<file path="src/rtl/cpu_types_pkg.sv">
// Purpose : CPU-wide scalar types shared by datapath and control blocks.
// Latency : n/a (types only).
// Backpressure: n/a. Exports regbits_t (register number) and word_t (data word).
package cpu_types_pkg;
   localparam int REG_W  = 5;
   localparam int WORD_W = 32;

   typedef logic [REG_W-1:0]  regbits_t;
   typedef logic [WORD_W-1:0] word_t;
endpackage

</file>
<file path="src/rtl/pipeline_hazard_ctrl_pkg.sv">
// Purpose : Pipeline control types: datapath mux selects, hazard FSM states, stage controls.
// Latency : n/a (types, constants and a helper function only).
// Backpressure: n/a. Used by pipeline_hazard_ctrl, hazard_ctrl_if and the datapath.
package pipeline_hazard_ctrl_pkg;
   // Datapath mux selects
   typedef enum logic [1:0] {PC_SEQ, PC_BRANCH, PC_JUMP, PC_JR}  pc_sel_t;
   typedef enum logic [1:0] {FWD_NONE, FWD_EX_MEM, FWD_MEM_WB}   fwd_sel_t;
   typedef enum logic [1:0] {WB_ALU, WB_MEM, WB_PC4, WB_LUI}     wb_sel_t;

   // Hazard controller states
   typedef enum logic [1:0] {RUN, HALT_DRAIN, HALTED} hz_state_t;

   // Stage load enables and bubble inserts, in pipeline order
   typedef struct packed {
      logic pc_en;
      logic if_id_en;
      logic id_ex_en;
      logic ex_mem_en;
      logic if_id_flush;
      logic id_ex_flush;
   } stage_ctl_t;

   localparam stage_ctl_t CTL_NORMAL    = 6'b1111_00;
   localparam stage_ctl_t CTL_FREEZE    = 6'b0000_00;
   localparam stage_ctl_t CTL_BR_FLUSH  = 6'b1111_11;
   localparam stage_ctl_t CTL_LOAD_USE  = 6'b0011_01;
   localparam stage_ctl_t CTL_IMEM_WAIT = 6'b0111_10;
   localparam stage_ctl_t CTL_DRAIN     = 6'b0111_10;
   localparam stage_ctl_t CTL_DRAIN_FRZ = 6'b0000_10;
   localparam stage_ctl_t CTL_RESET     = 6'b0000_11;

   // Two unfrozen cycles carry the halt from EX through MEM and WB.
   localparam logic [1:0] DRAIN_INIT = 2'd2;

   function automatic logic [15:0] sat_inc16(input logic [15:0] v);
      return (v == 16'hFFFF) ? v : v + 16'd1;
   endfunction
endpackage

</file>
<file path="src/rtl/pipeline_hazard_ctrl_if.sv">
// Purpose : Bundles the hazard controller's pipeline status inputs and stage controls.
// Latency : n/a (wires only).
// Backpressure: n/a. Modport hazard_ctrl for the controller, tb for the driver side.
interface hazard_ctrl_if;
   import cpu_types_pkg::*;

   logic        ihit, dhit;
   logic        dREN_EX_MEM, dWEN_EX_MEM;
   logic        dREN_ID_EX, WEN_ID_EX;
   regbits_t    Rt_ID_EX, Rs_IF_ID, Rt_IF_ID;
   logic        branch_taken_EX, halt_ID_EX;
   logic        pc_en, if_id_en, id_ex_en, ex_mem_en;
   logic        if_id_flush, id_ex_flush;
   logic        halt_out;
   logic [15:0] stall_cnt;

   modport hazard_ctrl (
      input  ihit, dhit, dREN_EX_MEM, dWEN_EX_MEM, dREN_ID_EX, WEN_ID_EX,
             Rt_ID_EX, Rs_IF_ID, Rt_IF_ID, branch_taken_EX, halt_ID_EX,
      output pc_en, if_id_en, id_ex_en, ex_mem_en, if_id_flush, id_ex_flush,
             halt_out, stall_cnt
   );

   modport tb (
      output ihit, dhit, dREN_EX_MEM, dWEN_EX_MEM, dREN_ID_EX, WEN_ID_EX,
             Rt_ID_EX, Rs_IF_ID, Rt_IF_ID, branch_taken_EX, halt_ID_EX,
      input  pc_en, if_id_en, id_ex_en, ex_mem_en, if_id_flush, id_ex_flush,
             halt_out, stall_cnt
   );
endinterface

</file>
<file path="src/rtl/pipeline_hazard_ctrl_load_use.sv">
// Purpose : Flags a load in EX whose destination is a source of the instruction in ID.
// Latency : combinational, 0 cycles.
// Backpressure: none. Ports: i_dren/i_wen_id_ex, i_rt_id_ex, i_rs/i_rt_if_id in; o_load_use out.
module load_use_detect
   import cpu_types_pkg::*;
(
   input  logic     i_dren_id_ex,
   input  logic     i_wen_id_ex,
   input  regbits_t i_rt_id_ex,
   input  regbits_t i_rs_if_id,
   input  regbits_t i_rt_if_id,
   output logic     o_load_use
);
   // Register 0 is hardwired, so a load targeting it never creates a dependency.
   assign o_load_use = i_dren_id_ex & i_wen_id_ex & (i_rt_id_ex != '0) &
                       ((i_rt_id_ex == i_rs_if_id) | (i_rt_id_ex == i_rt_if_id));
endmodule

</file>
<file path="src/rtl/pipeline_hazard_ctrl.sv">
// Purpose : Stall/flush/halt control for a 5-stage pipeline, with a saturating stall counter.
// Latency : stage controls combinational from state+inputs; state and stall_cnt update on CLK.
// Backpressure: dmem wait freezes every stage. Ports: CLK, RST (sync, high), hif (hazard_ctrl).
module pipeline_hazard_ctrl
   import pipeline_hazard_ctrl_pkg::*;
(
   input  logic                     CLK,
   input  logic                     RST,
   hazard_ctrl_if.hazard_ctrl       hif
);
   hz_state_t   r_state, w_state_nxt;
   logic [1:0]  r_drain_cnt, w_drain_nxt;
   logic [15:0] r_stall_cnt;
   stage_ctl_t  w_ctl;
   logic        w_halt_out;
   logic        w_load_use;
   logic        w_dmem_wait;

   load_use_detect u_load_use_detect (
      .i_dren_id_ex (hif.dREN_ID_EX),
      .i_wen_id_ex  (hif.WEN_ID_EX),
      .i_rt_id_ex   (hif.Rt_ID_EX),
      .i_rs_if_id   (hif.Rs_IF_ID),
      .i_rt_if_id   (hif.Rt_IF_ID),
      .o_load_use   (w_load_use)
   );

   assign w_dmem_wait = (hif.dREN_EX_MEM | hif.dWEN_EX_MEM) & ~hif.dhit;

   always_ff @(posedge CLK) begin
      if (RST) begin
         r_state     <= RUN;
         r_drain_cnt <= 2'd0;
         r_stall_cnt <= 16'd0;
      end else begin
         r_state     <= w_state_nxt;
         r_drain_cnt <= w_drain_nxt;
         // A halted pipeline is not stalling, even though the PC is held.
         if (!w_ctl.pc_en && (r_state != HALTED))
            r_stall_cnt <= sat_inc16(r_stall_cnt);
      end
   end

   always_comb begin
      w_state_nxt = r_state;
      w_drain_nxt = r_drain_cnt;
      w_ctl       = CTL_NORMAL;
      w_halt_out  = 1'b0;
      if (RST) begin
         w_state_nxt = RUN;
         w_drain_nxt = 2'd0;
         w_ctl       = CTL_RESET;
      end else begin
         case (r_state)
            RUN: begin
               if (w_dmem_wait) begin
                  w_ctl = CTL_FREEZE;
               end else begin
                  if (hif.branch_taken_EX)  w_ctl = CTL_BR_FLUSH;
                  else if (w_load_use)      w_ctl = CTL_LOAD_USE;
                  else if (!hif.ihit)       w_ctl = CTL_IMEM_WAIT;
                  // Halt wins over a same-cycle branch: the flushes still go out,
                  // but the redirect is irrelevant since fetch stops from here on.
                  if (hif.halt_ID_EX) begin
                     w_state_nxt = HALT_DRAIN;
                     w_drain_nxt = DRAIN_INIT;
                  end
               end
            end
            HALT_DRAIN: begin
               if (w_dmem_wait) begin
                  w_ctl = CTL_DRAIN_FRZ;
               end else begin
                  w_ctl = CTL_DRAIN;
                  if (r_drain_cnt <= 2'd1) begin
                     w_state_nxt = HALTED;
                     w_drain_nxt = 2'd0;
                  end else begin
                     w_drain_nxt = r_drain_cnt - 2'd1;
                  end
               end
            end
            HALTED: begin
               w_ctl      = CTL_FREEZE;
               w_halt_out = 1'b1;
            end
            default: begin
               w_state_nxt = RUN;
               w_drain_nxt = 2'd0;
            end
         endcase
      end
   end

   assign hif.pc_en       = w_ctl.pc_en;
   assign hif.if_id_en    = w_ctl.if_id_en;
   assign hif.id_ex_en    = w_ctl.id_ex_en;
   assign hif.ex_mem_en   = w_ctl.ex_mem_en;
   assign hif.if_id_flush = w_ctl.if_id_flush;
   assign hif.id_ex_flush = w_ctl.id_ex_flush;
   assign hif.halt_out    = w_halt_out;
   assign hif.stall_cnt   = r_stall_cnt;
endmodule

</file>
<file path="src/flat_wrapper.sv">
// flat-port wrapper written by rule: the top's interface ports become plain ports
module pipeline_hazard_ctrl_flat import pipeline_hazard_ctrl_pkg::*;
  (CLK, RST, hif_ihit, hif_dhit, hif_dREN_EX_MEM, hif_dWEN_EX_MEM, hif_dREN_ID_EX, hif_WEN_ID_EX, hif_Rt_ID_EX, hif_Rs_IF_ID, hif_Rt_IF_ID, hif_branch_taken_EX, hif_halt_ID_EX, hif_pc_en, hif_if_id_en, hif_id_ex_en, hif_ex_mem_en, hif_if_id_flush, hif_id_ex_flush, hif_halt_out, hif_stall_cnt);
  hazard_ctrl_if hif_i ();
  input  logic CLK;
  input  logic RST;
  input wire logic [$bits(hif_i.ihit)-1:0] hif_ihit;
  input wire logic [$bits(hif_i.dhit)-1:0] hif_dhit;
  input wire logic [$bits(hif_i.dREN_EX_MEM)-1:0] hif_dREN_EX_MEM;
  input wire logic [$bits(hif_i.dWEN_EX_MEM)-1:0] hif_dWEN_EX_MEM;
  input wire logic [$bits(hif_i.dREN_ID_EX)-1:0] hif_dREN_ID_EX;
  input wire logic [$bits(hif_i.WEN_ID_EX)-1:0] hif_WEN_ID_EX;
  input wire logic [$bits(hif_i.Rt_ID_EX)-1:0] hif_Rt_ID_EX;
  input wire logic [$bits(hif_i.Rs_IF_ID)-1:0] hif_Rs_IF_ID;
  input wire logic [$bits(hif_i.Rt_IF_ID)-1:0] hif_Rt_IF_ID;
  input wire logic [$bits(hif_i.branch_taken_EX)-1:0] hif_branch_taken_EX;
  input wire logic [$bits(hif_i.halt_ID_EX)-1:0] hif_halt_ID_EX;
  output wire logic [$bits(hif_i.pc_en)-1:0] hif_pc_en;
  output wire logic [$bits(hif_i.if_id_en)-1:0] hif_if_id_en;
  output wire logic [$bits(hif_i.id_ex_en)-1:0] hif_id_ex_en;
  output wire logic [$bits(hif_i.ex_mem_en)-1:0] hif_ex_mem_en;
  output wire logic [$bits(hif_i.if_id_flush)-1:0] hif_if_id_flush;
  output wire logic [$bits(hif_i.id_ex_flush)-1:0] hif_id_ex_flush;
  output wire logic [$bits(hif_i.halt_out)-1:0] hif_halt_out;
  output wire logic [$bits(hif_i.stall_cnt)-1:0] hif_stall_cnt;
  assign hif_i.ihit = hif_ihit;
  assign hif_i.dhit = hif_dhit;
  assign hif_i.dREN_EX_MEM = hif_dREN_EX_MEM;
  assign hif_i.dWEN_EX_MEM = hif_dWEN_EX_MEM;
  assign hif_i.dREN_ID_EX = hif_dREN_ID_EX;
  assign hif_i.WEN_ID_EX = hif_WEN_ID_EX;
  assign hif_i.Rt_ID_EX = hif_Rt_ID_EX;
  assign hif_i.Rs_IF_ID = hif_Rs_IF_ID;
  assign hif_i.Rt_IF_ID = hif_Rt_IF_ID;
  assign hif_i.branch_taken_EX = hif_branch_taken_EX;
  assign hif_i.halt_ID_EX = hif_halt_ID_EX;
  assign hif_pc_en = hif_i.pc_en;
  assign hif_if_id_en = hif_i.if_id_en;
  assign hif_id_ex_en = hif_i.id_ex_en;
  assign hif_ex_mem_en = hif_i.ex_mem_en;
  assign hif_if_id_flush = hif_i.if_id_flush;
  assign hif_id_ex_flush = hif_i.id_ex_flush;
  assign hif_halt_out = hif_i.halt_out;
  assign hif_stall_cnt = hif_i.stall_cnt;
  pipeline_hazard_ctrl u_core (.CLK(CLK), .RST(RST), .hif(hif_i));
endmodule
</file>
<file path="config.mk">
export PLATFORM = sky130hd
export DESIGN_NAME = pipeline_hazard_ctrl_flat
export DESIGN_NICKNAME = d
export VERILOG_FILES = /design/src/rtl/cpu_types_pkg.sv /design/src/rtl/pipeline_hazard_ctrl_pkg.sv /design/src/rtl/pipeline_hazard_ctrl_if.sv /design/src/rtl/pipeline_hazard_ctrl_load_use.sv /design/src/rtl/pipeline_hazard_ctrl.sv /design/src/flat_wrapper.sv
export SDC_FILE = /design/constraint.sdc
export NUM_CORES = 1
export LEC_CHECK = 0
export BUFFER_PORTS_ARGS = -buffer_cell sky130_fd_sc_hd__buf_2
export CAP_MARGIN = 10
export CORE_UTILIZATION = 53
export DETAILED_ROUTE_END_ITERATION = 12
export GPL_TIMING_DRIVEN = 0
export PLACE_DENSITY_LB_ADDON = 0.08
export SLEW_MARGIN = 40
export SYNTH_ARGS = -nofsm -noshare
export SYNTH_HDL_FRONTEND = slang
export SYNTH_SLANG_ARGS = --single-unit
</file>
<file path="constraint.sdc">
create_clock -name CLK -period 6.2 [get_ports CLK]
set_input_delay 0.31 -clock CLK [delete_from_list [all_inputs] [get_ports CLK]]
set_output_delay 0.31 -clock CLK [all_outputs]
set_load 0.03 [all_outputs]
</file>
Word level (Yosys, flattened, before mapping)
Index checks and enable logic that the tools add are counted.

Input port bits: 25. Logic and storage cells: 51. Register bits after elaboration: 20. Output and inout bits: 23.

Add/subtract/negate cells: 2. Bitwise operators: 9. Order comparisons: 1. Equal/unequal tests: 10. Muxes and demuxes: 19. Reduce and logical (&&, ||, !) cells: 7.

Operator list (number): $mux 6 (5); $pmux 6 s3 (1); $add 16x1->16 const B (1); $eq 16x16->1 const B (1); $mux 2 (8); $pmux 2 s3 (2); $eq 5x5->1 (2); $ne 2x2->1 const B (4); $mux 5 (1); $reduce_and 5->1 (1); $reduce_bool 5->1 (1); $and 1x1->1 (4); $reduce_and 4->1 (1); $not 1->1 (3); $eq 2x1->1 const B (1); $eq 2x2->1 const B (1); $le 2x1->1 const B (1); $logic_not 2->1 (1); $mux 1 (2); $ne 2x1->1 const B (1); $or 1x1->1 (2); $reduce_and 2->1 (1); $sub 2x1->2 const B (1); $logic_and 1x1->1 (1); $logic_not 1->1 (1).

Logic depth before layout (Yosys ltp)
Gate-level depths: netlist of the first run.

Depth after elaboration: 11. Mapped depth: 9. Depth with buffers taken out: 8.

Modules after synthesis
From an unflattened synthesis of the first run, not the netlist that was laid out.

Cells, all modules: 171. Area total of the unflattened synthesis: 1466.4 um^2.

Modules (own cells, without submodules): pipeline_hazard_ctrl (seq. area each 400.4 um^2, cells an instance 154, area an instance 1333.8 um^2, times used 1); load_use_detect (seq. area each 0.0 um^2, cells an instance 17, area an instance 132.6 um^2, times used 1).

Least setup slack after synthesis of the first run
No wires, ideal clock.

Path type: register -> output. Start point: reg u_core.r_state[0]. End point: out hif_pc_en. Stages on the path, launching flop included: 6. Setup slack: 3.962 ns. Data arrival time: 1.928 ns. Data required time: 5.890 ns. Path through: dfxtp_1 inv_1 ha_1 or2_2 a21oi_1 a21boi_0.

Longest elaborated chain between the ends: 3.

Ends and longest elaborated chain: from (decl) (RTL line pipeline_hazard_ctrl.sv:11) `hz_state_t r_state, w_state_nxt;`; from (signal assigned) (RTL line pipeline_hazard_ctrl.sv:36) `r_state <= w_state_nxt;`; $eq 2x2->1, or another cell as far along (RTL line pipeline_hazard_ctrl.sv:54) `case (r_state)`; $pmux 6 s3 (*) (RTL line pipeline_hazard_ctrl.sv:54); $mux 6 (*) (RTL line pipeline_hazard_ctrl.sv:49) `if (RST) begin`; to (decl) (RTL line flat_wrapper.sv:18) `output wire logic [$bits(hif_i.pc_en)-1:0] hif_pc_en;`.

Every way passes the cells marked *; elsewhere a longest branch is shown, timed or not.

Worst setup path in the final report of the first run
Start point: reg u_core.r_state[0]. End point: reg u_core.r_stall_cnt[4] (netlist: u_core.hif.stall_cnt[4]).

Longest elaborated chain between the ends: 6.

Ends and longest elaborated chain: $eq 2x2->1, or another cell as far along (RTL line pipeline_hazard_ctrl.sv:54); $pmux 6 s3 (RTL line pipeline_hazard_ctrl.sv:54); $mux 6 (RTL line pipeline_hazard_ctrl.sv:49); $logic_not 1->1 (RTL line pipeline_hazard_ctrl.sv:39) `if (!w_ctl.pc_en && (r_state != HALTED))`; $logic_and 1x1->1 (*) (RTL line pipeline_hazard_ctrl.sv:39); $reduce_and 2->1 (no source line) (*); to (signal assigned) (RTL line pipeline_hazard_ctrl.sv:40) `r_stall_cnt <= sat_inc16(r_stall_cnt);`; to (decl) (RTL line pipeline_hazard_ctrl.sv:13) `logic [15:0] r_stall_cnt;`.

Marks and branches as above. A chain may end at the register's enable or synchronous reset.

==> out/results.ini, run 1 <==
[power_and_ir_drop]
switching_share=0.450
pwr-share-comb=0.549
ir_drop_mv=0.252
powerDensity_mw_per_mm2=296
power.clock.fraction=0.120
seqPwrFrac=0.331
leakage_nw=0.704
p_sw_mw=0.220
intPower_mw=0.268

[clocking]
htree_levels=1
cts.sinks=20
clock_path_buffers=2
clk_latency_ns=0.30
cts_setup_buffers=0
cts-buffers-inserted=3
tritoncts=yes
hold_buffers=0
cts_resized=0
cts-root-buf=clkbuf_4
path_clk_slew_ns=0.11

[critical_path]
critPathMaxStageDelay_ns=0.44
worst_setup_path_end_kind=flip-flop
cpMaxStageDelayCell=dfxtp_1
cp.depth=9
arrival_ns=2.59
critPathTopFamily=buffers and inverters
path_cells=inv_1, ha_1, or2_2, a21oi_1, a2bb2oi_1, buf_4, buf_6, nor3_1, mux2_2
rr_worst_depth=9
cp.required_ns=6.38
critPathLaunchType=flip-flop
critical_path_buf_inv_count=3
critical_path_class=flip-flop to flip-flop
r2r_setup_slack_ns=3.80
crit_path_max_fanout=10

[floorplanning]
core-area_mm2=0.00232
io_pins=48
chipHeight_um=52.6
dieWidth_um=52.6
dieArea_mm2=0.00276
start_util=0.584
rows=17

[logic_synthesis]
synth_edf_count=0
postSynthAreaPerCell_um2=7.74
syn_area_mm2=0.00136
synthArstFlopShare=0
synth_cells=175
synth_seq_cells=20
synth_seq_area_share=0.295
synth-main-ff-cell=dfxtp_1
ys_types=41
synth_nets=205
ys_warn_count=0

[finish]
final_common_cell=buf_2
seqCellArea_um2=400
design_area_mm2=0.00165
drive_gt1_frac=0.284
fill_cells=199
layout_common_cells=buf_2 (47), a21oi_1 (20), dfxtp_1 (20), nand2_1 (15), nor2_1 (15)
area_delta_synth_final_pct=21.6
nNetsFinal=257
diodes=0
multi_input_area_um2=872

[placed_design]
post-place-ws_ns=3.83
place_area_mm2=0.00163
hpwl_um=2450
finalWeightedCongestion=0.833
numPortBuffers=47

[sta]
worstMarginPinSlew_ns=0.486
rsz0062_at_grt=false
setup_tns_ns=0
slew-limit-headroom=0.676
fin_crit_sh=0.387
min_period_ns=2.40
setup_viol=0
finalMaxSlewViolations=0
max_freq_mhz=417
setup_ws_ns=3.80
clock_skew_ns=0.0119
final_hold_viol_count=0

[hold_path]
hp-class=flip-flop to flip-flop
hold_depth=2

[routing]
finalWirelength_um=3160
drtIter0Drc=34
first_pass_iters=4
vias=1430
wl_met3_um=137
top_layer=met3
drc=0
route.met2.wl_um=1510
ant_nets=0
via_per_inst=5.65
drt-met1-wl_um=1510
avgRoutedWirePerCell_um=12.5

[global_route]
track_usage=0.244
grt_pass1_wl_um=5150
antenna_found_initial=0
grt_pass1_vias=1259
overflow=0
grt_max_degree=11

[run_status]
outcome=completed

[run]
drv_cap=0

area by class of cell:
class	instances	share of cell area
multi-input combinational	139	0.529
inverter	8	0.0182
clock buffer	3	0.0137
buffer	8	0.0319
timing repair buffer	47	0.143
tap	28	0.0213
sequential	20	0.243
power by group through the flow:
stage | combinational, mW | clock [mW] | sequential, mW
global placement | 0.256 | 0 | 0.163
finish | 0.268 | 0.0586 | 0.161
floorplan | 0.184 | 0 | 0.174
detailed placement | 0.265 | 0 | 0.164
CTS | 0.267 | 0.0613 | 0.161
global route | 0.298 | 0.0655 | 0.164
final timing paths:
path / startpoint / end
max: u_core.r_state[0] / u_core.hif.stall_cnt[4]
min: u_core.hif.stall_cnt[14] / u_core.hif.stall_cnt[14]
max reg2reg: u_core.r_state[0] / u_core.hif.stall_cnt[4]
min reg2reg: u_core.hif.stall_cnt[14] / u_core.hif.stall_cnt[14]
cells by family (layout without fill, tap and decap cells):
logic type	count (synthesis)	after routing	synth area share
xor+xnor	10	10	0.0646
fa+ha+maj	5	5	0.0462
compound gates	46	46	0.202
simple gates	73	73	0.288
buf+inv	16	66	0.0609
flops	20	20	0.295
mux	5	5	0.0425
cells in the mapped netlist (2+ instances only):
cell       n  area [um^2]
or4_1      3         22.5
nand3_1    8         40.0
or3_1     11         68.8
buf_4      2         15.0
o31ai_1    3         22.5
ha_1       5         62.6
nor2b_1    4         25.0
or2_2      2         12.5
nand4_1    3         18.8
and3_1     3         18.8
dfxtp_1   20          400
nand2_1   15         56.3
nor3_1     2         10.0
nor2_1    15         56.3
a21oi_1   20          100
inv_1      7         26.3
xnor2_1   10         87.6
buf_6      2         22.5
mux2i_1    2         20.0
mux2_2     2         22.5
clkbuf_1   3         11.3
o21ai_0   11         55.1
a211oi_1   4         30.0
state kept, by name, indices dropped and copies added, names as in the netlist:
name / cells
u_core.hif.stall_cnt: 16
u_core.r_state: 2
u_core.r_drain_cnt: 2
worst reg2reg max path, delay by kind of cell, from the launching register on:
family	cells	cell delay [ns]
AO/OA/AOI/OAI	2	0.39
adder cells (fa/ha/maj)	1	0.32
buffers and inverters	3	0.50
flip-flops	1	0.44
multiplexers	1	0.27
AND/OR/NAND/NOR	2	0.39
metrics by stage:
step           cells  hold slack (ns)  total power, mW   util
2_1_floorplan    175            0.484            0.358      -
3_3_place_gp     250            0.473            0.419  0.701
3_5_place_dp     250            0.483            0.429  0.701
4_1_cts          253            0.504            0.489  0.711
5_1_grt          253            0.527            0.527  0.711
6_report         253            0.510            0.488  0.711
layer usage:
metal | up-vias | global-route usage
met5 | - | 0
met4 | 0 | 0.0263
met3 | 0 | 0.0522
met2 | 38 | 0.426
met1 | 667 | 0.314
li1 | 725 | -
Power figures use the tool's default switching activity.
==> run 2: changes to the inputs <==
--- a/config.mk
+++ b/config.mk
@@ -7,7 +7,7 @@
 export LEC_CHECK = 0
 export BUFFER_PORTS_ARGS = -buffer_cell sky130_fd_sc_hd__buf_2
 export CAP_MARGIN = 10
-export CORE_UTILIZATION = 53
+export CORE_UTILIZATION = 44
 export DETAILED_ROUTE_END_ITERATION = 12
 export GPL_TIMING_DRIVEN = 0
 export PLACE_DENSITY_LB_ADDON = 0.08
==> constraint.sdc (replaced) <==
create_clock -name CLK -period 2.2 [get_ports CLK]
set_input_delay 0.11 -clock CLK [delete_from_list [all_inputs] [get_ports CLK]]
set_output_delay 0.11 -clock CLK [all_outputs]
set_load 0.03 [all_outputs]
==> out/results.ini, run 2 (synthesis results as in run 1) <==
[run_status]
outcome=complete, but fails checks
violations=design-rule violations

[floorplanning]
rows=19
dieWidth_um=57.5
dieArea_mm2=0.00331
chipHeight_um=57.5
io_pins=48
core-area_mm2=0.00283
start_util=0.479

[clocking]
cts_setup_buffers=0
clk_latency_ns=0.31
tritoncts=yes
cts.sinks=20
cts-root-buf=clkbuf_4
cts-buffers-inserted=3
cts_resized=5
clock_path_buffers=2
path_clk_slew_ns=0.12
htree_levels=1
hold_buffers=0

[finish]
diodes=0
fill_cells=278
area_delta_synth_final_pct=26.0
nNetsFinal=257
drive_gt1_frac=0.336
stdcell_count=257
layout_common_cells=buf_2 (47), a21oi_1 (19), dfxtp_1 (16), nand2_1 (15), nor2_1 (15)
largest_reg_flops=16
final_common_cell=buf_2

[routing]
vias=1439
drtIter0Drc=68
drc=5
avgRoutedWirePerCell_um=13.2
ant_nets=0
finalWirelength_um=3400
via_per_inst=5.60
first_pass_iters=10

[global_route]
grt_pass1_wl_um=5570
use_met2=0.346
grt_pass1_vias=1275
busiest_layer=met2
track_usage=0.211
antenna_found_initial=0
grt_util_met1=0.283
use_met3=0.0476
overflow=0
grt_max_degree=12

[sta]
clock_skew_ns=0.00481
hold_ws_ns=0.343
setup_ws_ns=0.110
setup_viol=0
final_hold_viol_count=0
min_period_ns=2.09
fin_crit_sh=0.950
slew-limit-headroom=0.667
worstMarginPinSlew_ns=0.499
finalMaxSlewViolations=0
max_freq_mhz=478

[critical_path]
rr_worst_depth=8
reg2reg_to=u_core.hif.stall_cnt[8]
arrival_ns=2.30
path_cells=ha_1, nand3_1, or3_1, or3_1, buf_6, nand2_4, nor3_2, mux2_4
critical_path_class=flip-flop to flip-flop
r2r_setup_slack_ns=0.11
critPathMaxStageDelay_ns=0.37
worst_setup_path_end_kind=flip-flop
cp.required_ns=2.41
r2r-start=u_core.hif.stall_cnt[0]
crit_top_cell=or3_1
cpMaxStageDelayCell=dfxtp_2
crit_end=u_core.hif.stall_cnt[8]
crit_path_start=u_core.hif.stall_cnt[0]
critPathLaunchType=flip-flop
crit_path_max_fanout=6

[placed_design]
numPortBuffers=47
finalWeightedCongestion=0.820
post-place-ws_ns=-0.186
hpwl_um=2560
dp_cells=253

[hold_path]
hp-class=input port to flip-flop

[power_and_ir_drop]
finalPower_mw=1.50
powerDensity_mw_per_mm2=879
ir_drop_mv=0.546
leakage_nw=0.718

[run]
drv_cap=0

==> run 2: how the worst min path moves through the flow <==
stage          depth (start not counted)                       end                      from  slack (ns)
2_1_floorplan                          2     u_core.r_drain_cnt[0]     u_core.r_drain_cnt[0]        0.48
3_3_place_gp                           2  u_core.hif.stall_cnt[14]  u_core.hif.stall_cnt[14]        0.47
3_5_place_dp                           2  u_core.hif.stall_cnt[14]  u_core.hif.stall_cnt[14]        0.49
4_1_cts                                5     u_core.r_drain_cnt[0]            hif_halt_ID_EX        0.33
5_1_grt                                5     u_core.r_drain_cnt[0]            hif_halt_ID_EX        0.39
6_report                               5     u_core.r_drain_cnt[0]            hif_halt_ID_EX        0.34
==> run 2: final cells by class <==
class                      count  area [um^2]  area share
sequential                    20          408       0.239
tap                           31         38.8      0.0227
timing repair buffer          47          235       0.138
clock buffer                   4         36.3      0.0212
multi-input combinational    139          902       0.528
inverter                       8         30.0      0.0176
buffer                         8         57.6      0.0337
==> run 2: per-layer routing <==
metal,up-vias,wire [um]
li1,732,-
met1,663,1630
met2,42,1590
met3,2,163
met4,0,19
met5,-,0
==> run 2: through the flow <==
stage / utilization / setup TNS [ns] / instance area (um^2)
after floorplan: - / 0 / 1360
after global placement: 0.576 / -0.443 / 1630
after detailed placement: 0.576 / -1.40 / 1630
after CTS: 0.594 / 0 / 1680
after global routing: 0.604 / -0.0119 / 1710
final: 0.604 / 0 / 1710
==> run 2: critical path: cells and delay by family, from the launching register on <==
kind | cells | cell delay, ns
AND/OR/NAND/NOR | 5 | 1.01
flip-flops | 1 | 0.37
multiplexers | 1 | 0.28
adder cells (fa/ha/maj) | 1 | 0.19
buffers and inverters | 1 | 0.15
==> run 2: where the power goes <==
group          switching [mW]  total, mW  internal, mW  leakage [nW]
registers              0.0522      0.470         0.418         0.164
clock network           0.116      0.218         0.101        0.0210
logic                   0.484      0.813         0.330         0.534
total                   0.652       1.50         0.849         0.718
==> run 3: changes to the inputs <==
--- a/config.mk
+++ b/config.mk
@@ -11,6 +11,7 @@
 export DETAILED_ROUTE_END_ITERATION = 12
 export GPL_TIMING_DRIVEN = 0
 export PLACE_DENSITY_LB_ADDON = 0.08
+export RECOVER_POWER = 100
 export SLEW_MARGIN = 40
 export SYNTH_ARGS = -nofsm -noshare
 export SYNTH_HDL_FRONTEND = slang
==> out/results.ini, run 3 (synthesis results as in run 1) <==
[hold_path]
hold_depth=5
hp-start=hif_halt_ID_EX
hp-class=input port to flip-flop

[run_status]
violations=design-rule violations
outcome=complete, but fails checks

[finish]
nNetsFinal=257
design_area_mm2=0.00168
drive_gt1_frac=0.243
layout_common_cells=buf_2 (25), clkbuf_1 (24), a21oi_1 (19), dfxtp_1 (16)
diodes=0
area_delta_synth_final_pct=23.8
largest_reg_flops=16
final_common_cell=buf_2
fill_cells=291

[floorplanning]
rows=19
dieWidth_um=57.5
io_pins=48
core-area_mm2=0.00283
chipHeight_um=57.5
dieArea_mm2=0.00331
start_util=0.479

[global_route]
antenna_found_initial=0
track_usage=0.211
grt_pass1_vias=1275
grt_max_degree=12
use_met3=0.0476
grt_pass1_wl_um=5570
use_met2=0.346
grt_util_met1=0.283
overflow=0
busiest_layer=met2

[routing]
vias=1434
via_per_inst=5.58
avgRoutedWirePerCell_um=13.3
drtIter0Drc=67
first_pass_iters=8
ant_nets=0
finalWirelength_um=3420
drc=5

[placed_design]
finalWeightedCongestion=0.820
hpwl_um=2560
numPortBuffers=47
post-place-ws_ns=-0.186
place_area_mm2=0.00163

[clocking]
cts.sinks=20
cts-root-buf=clkbuf_4
tritoncts=yes
clk_latency_ns=0.31
path_clk_slew_ns=0.12
cts-buffers-inserted=3
clock_path_buffers=2
htree_levels=1

[critical_path]
cp.required_ns=2.41
crit_path_max_fanout=6
arrival_ns=2.31
crit_path_start=u_core.hif.stall_cnt[0]
critical_path_class=flip-flop to flip-flop
critPathLaunchType=flip-flop
worst_setup_path_end_kind=flip-flop
rr_worst_depth=8
r2r-start=u_core.hif.stall_cnt[0]

[sta]
slew-limit-headroom=0.669
finalMaxSlewViolations=0
clock_skew_ns=0.00503
min_period_ns=2.10
setup_tns_ns=0
fin_crit_sh=0.956
max_freq_mhz=476
setup_ws_ns=0.0975
final_hold_viol_count=0
setup_viol=0
worstMarginPinSlew_ns=0.497

[power_and_ir_drop]
leakage_nw=0.631
ir_drop_mv=0.546
powerDensity_mw_per_mm2=891

[run]
drv_cap=0

run 3: changes by cell type in the layout (fill, tap and decap cells not counted), sizes merged:
cell    change
buf        -23
clkbuf     +23
run 3: critical path, stage by stage (launching register included):
cell     delay, ns
dfxtp_2       0.38
ha_1          0.19
nand3_1       0.14
or3_1         0.35
or3_1         0.35
buf_4         0.17
nand2_4       0.09
nor3_2        0.05
mux2_4        0.28
run 3: path summary, 6_finish.rpt:
check,to,slack (ns)
worst max-delay path,u_core.hif.stall_cnt[8],0.1
worst min register to register,u_core.hif.stall_cnt[14],0.51
worst max register to register,u_core.hif.stall_cnt[8],0.1
worst min-delay path,u_core.r_drain_cnt[0],0.33
run 3: layout make-up:
class | instances | area, um^2 | area share
inverter | 8 | 30.0 | 0.0179
clock buffer | 4 | 36.3 | 0.0216
timing repair buffer | 47 | 209 | 0.125
multi-input combinational | 139 | 902 | 0.538
tap | 31 | 38.8 | 0.0231
buffer | 8 | 53.8 | 0.0321
sequential | 20 | 408 | 0.243
run 3: repair_timing:
item	CTS	global route
hold endpoints to repair	0	0
gates resized for setup	5	10
hold buffers	0	0
buffers inserted	0	0
pin swaps	0	0
setup endpoints to repair	17	15
run 3: routing by layer:
layer	share of wire	wire length [um]
met2	0.47	1610
met5	0	0
met1	0.48	1650
met3	0.042	143
met4	0.0055	19
run 3: power by group:
part | total (mW) | internal (mW) | switching, mW
clock | 0.218 | 0.101 | 0.117
sequential | 0.472 | 0.418 | 0.0537
combinational | 0.805 | 0.318 | 0.487
run 3: through the flow:
stage | hold slack (ns) | util | power [mW] | std cells
4_1_cts | 0.328 | 0.594 | 1.46 | 257
3_3_place_gp | 0.468 | 0.576 | 1.19 | 253
5_1_grt | 0.386 | 0.593 | 1.61 | 257
2_1_floorplan | 0.484 | - | 1.01 | 175
6_report | 0.335 | 0.593 | 1.49 | 257
3_5_place_dp | 0.493 | 0.576 | 1.21 | 253
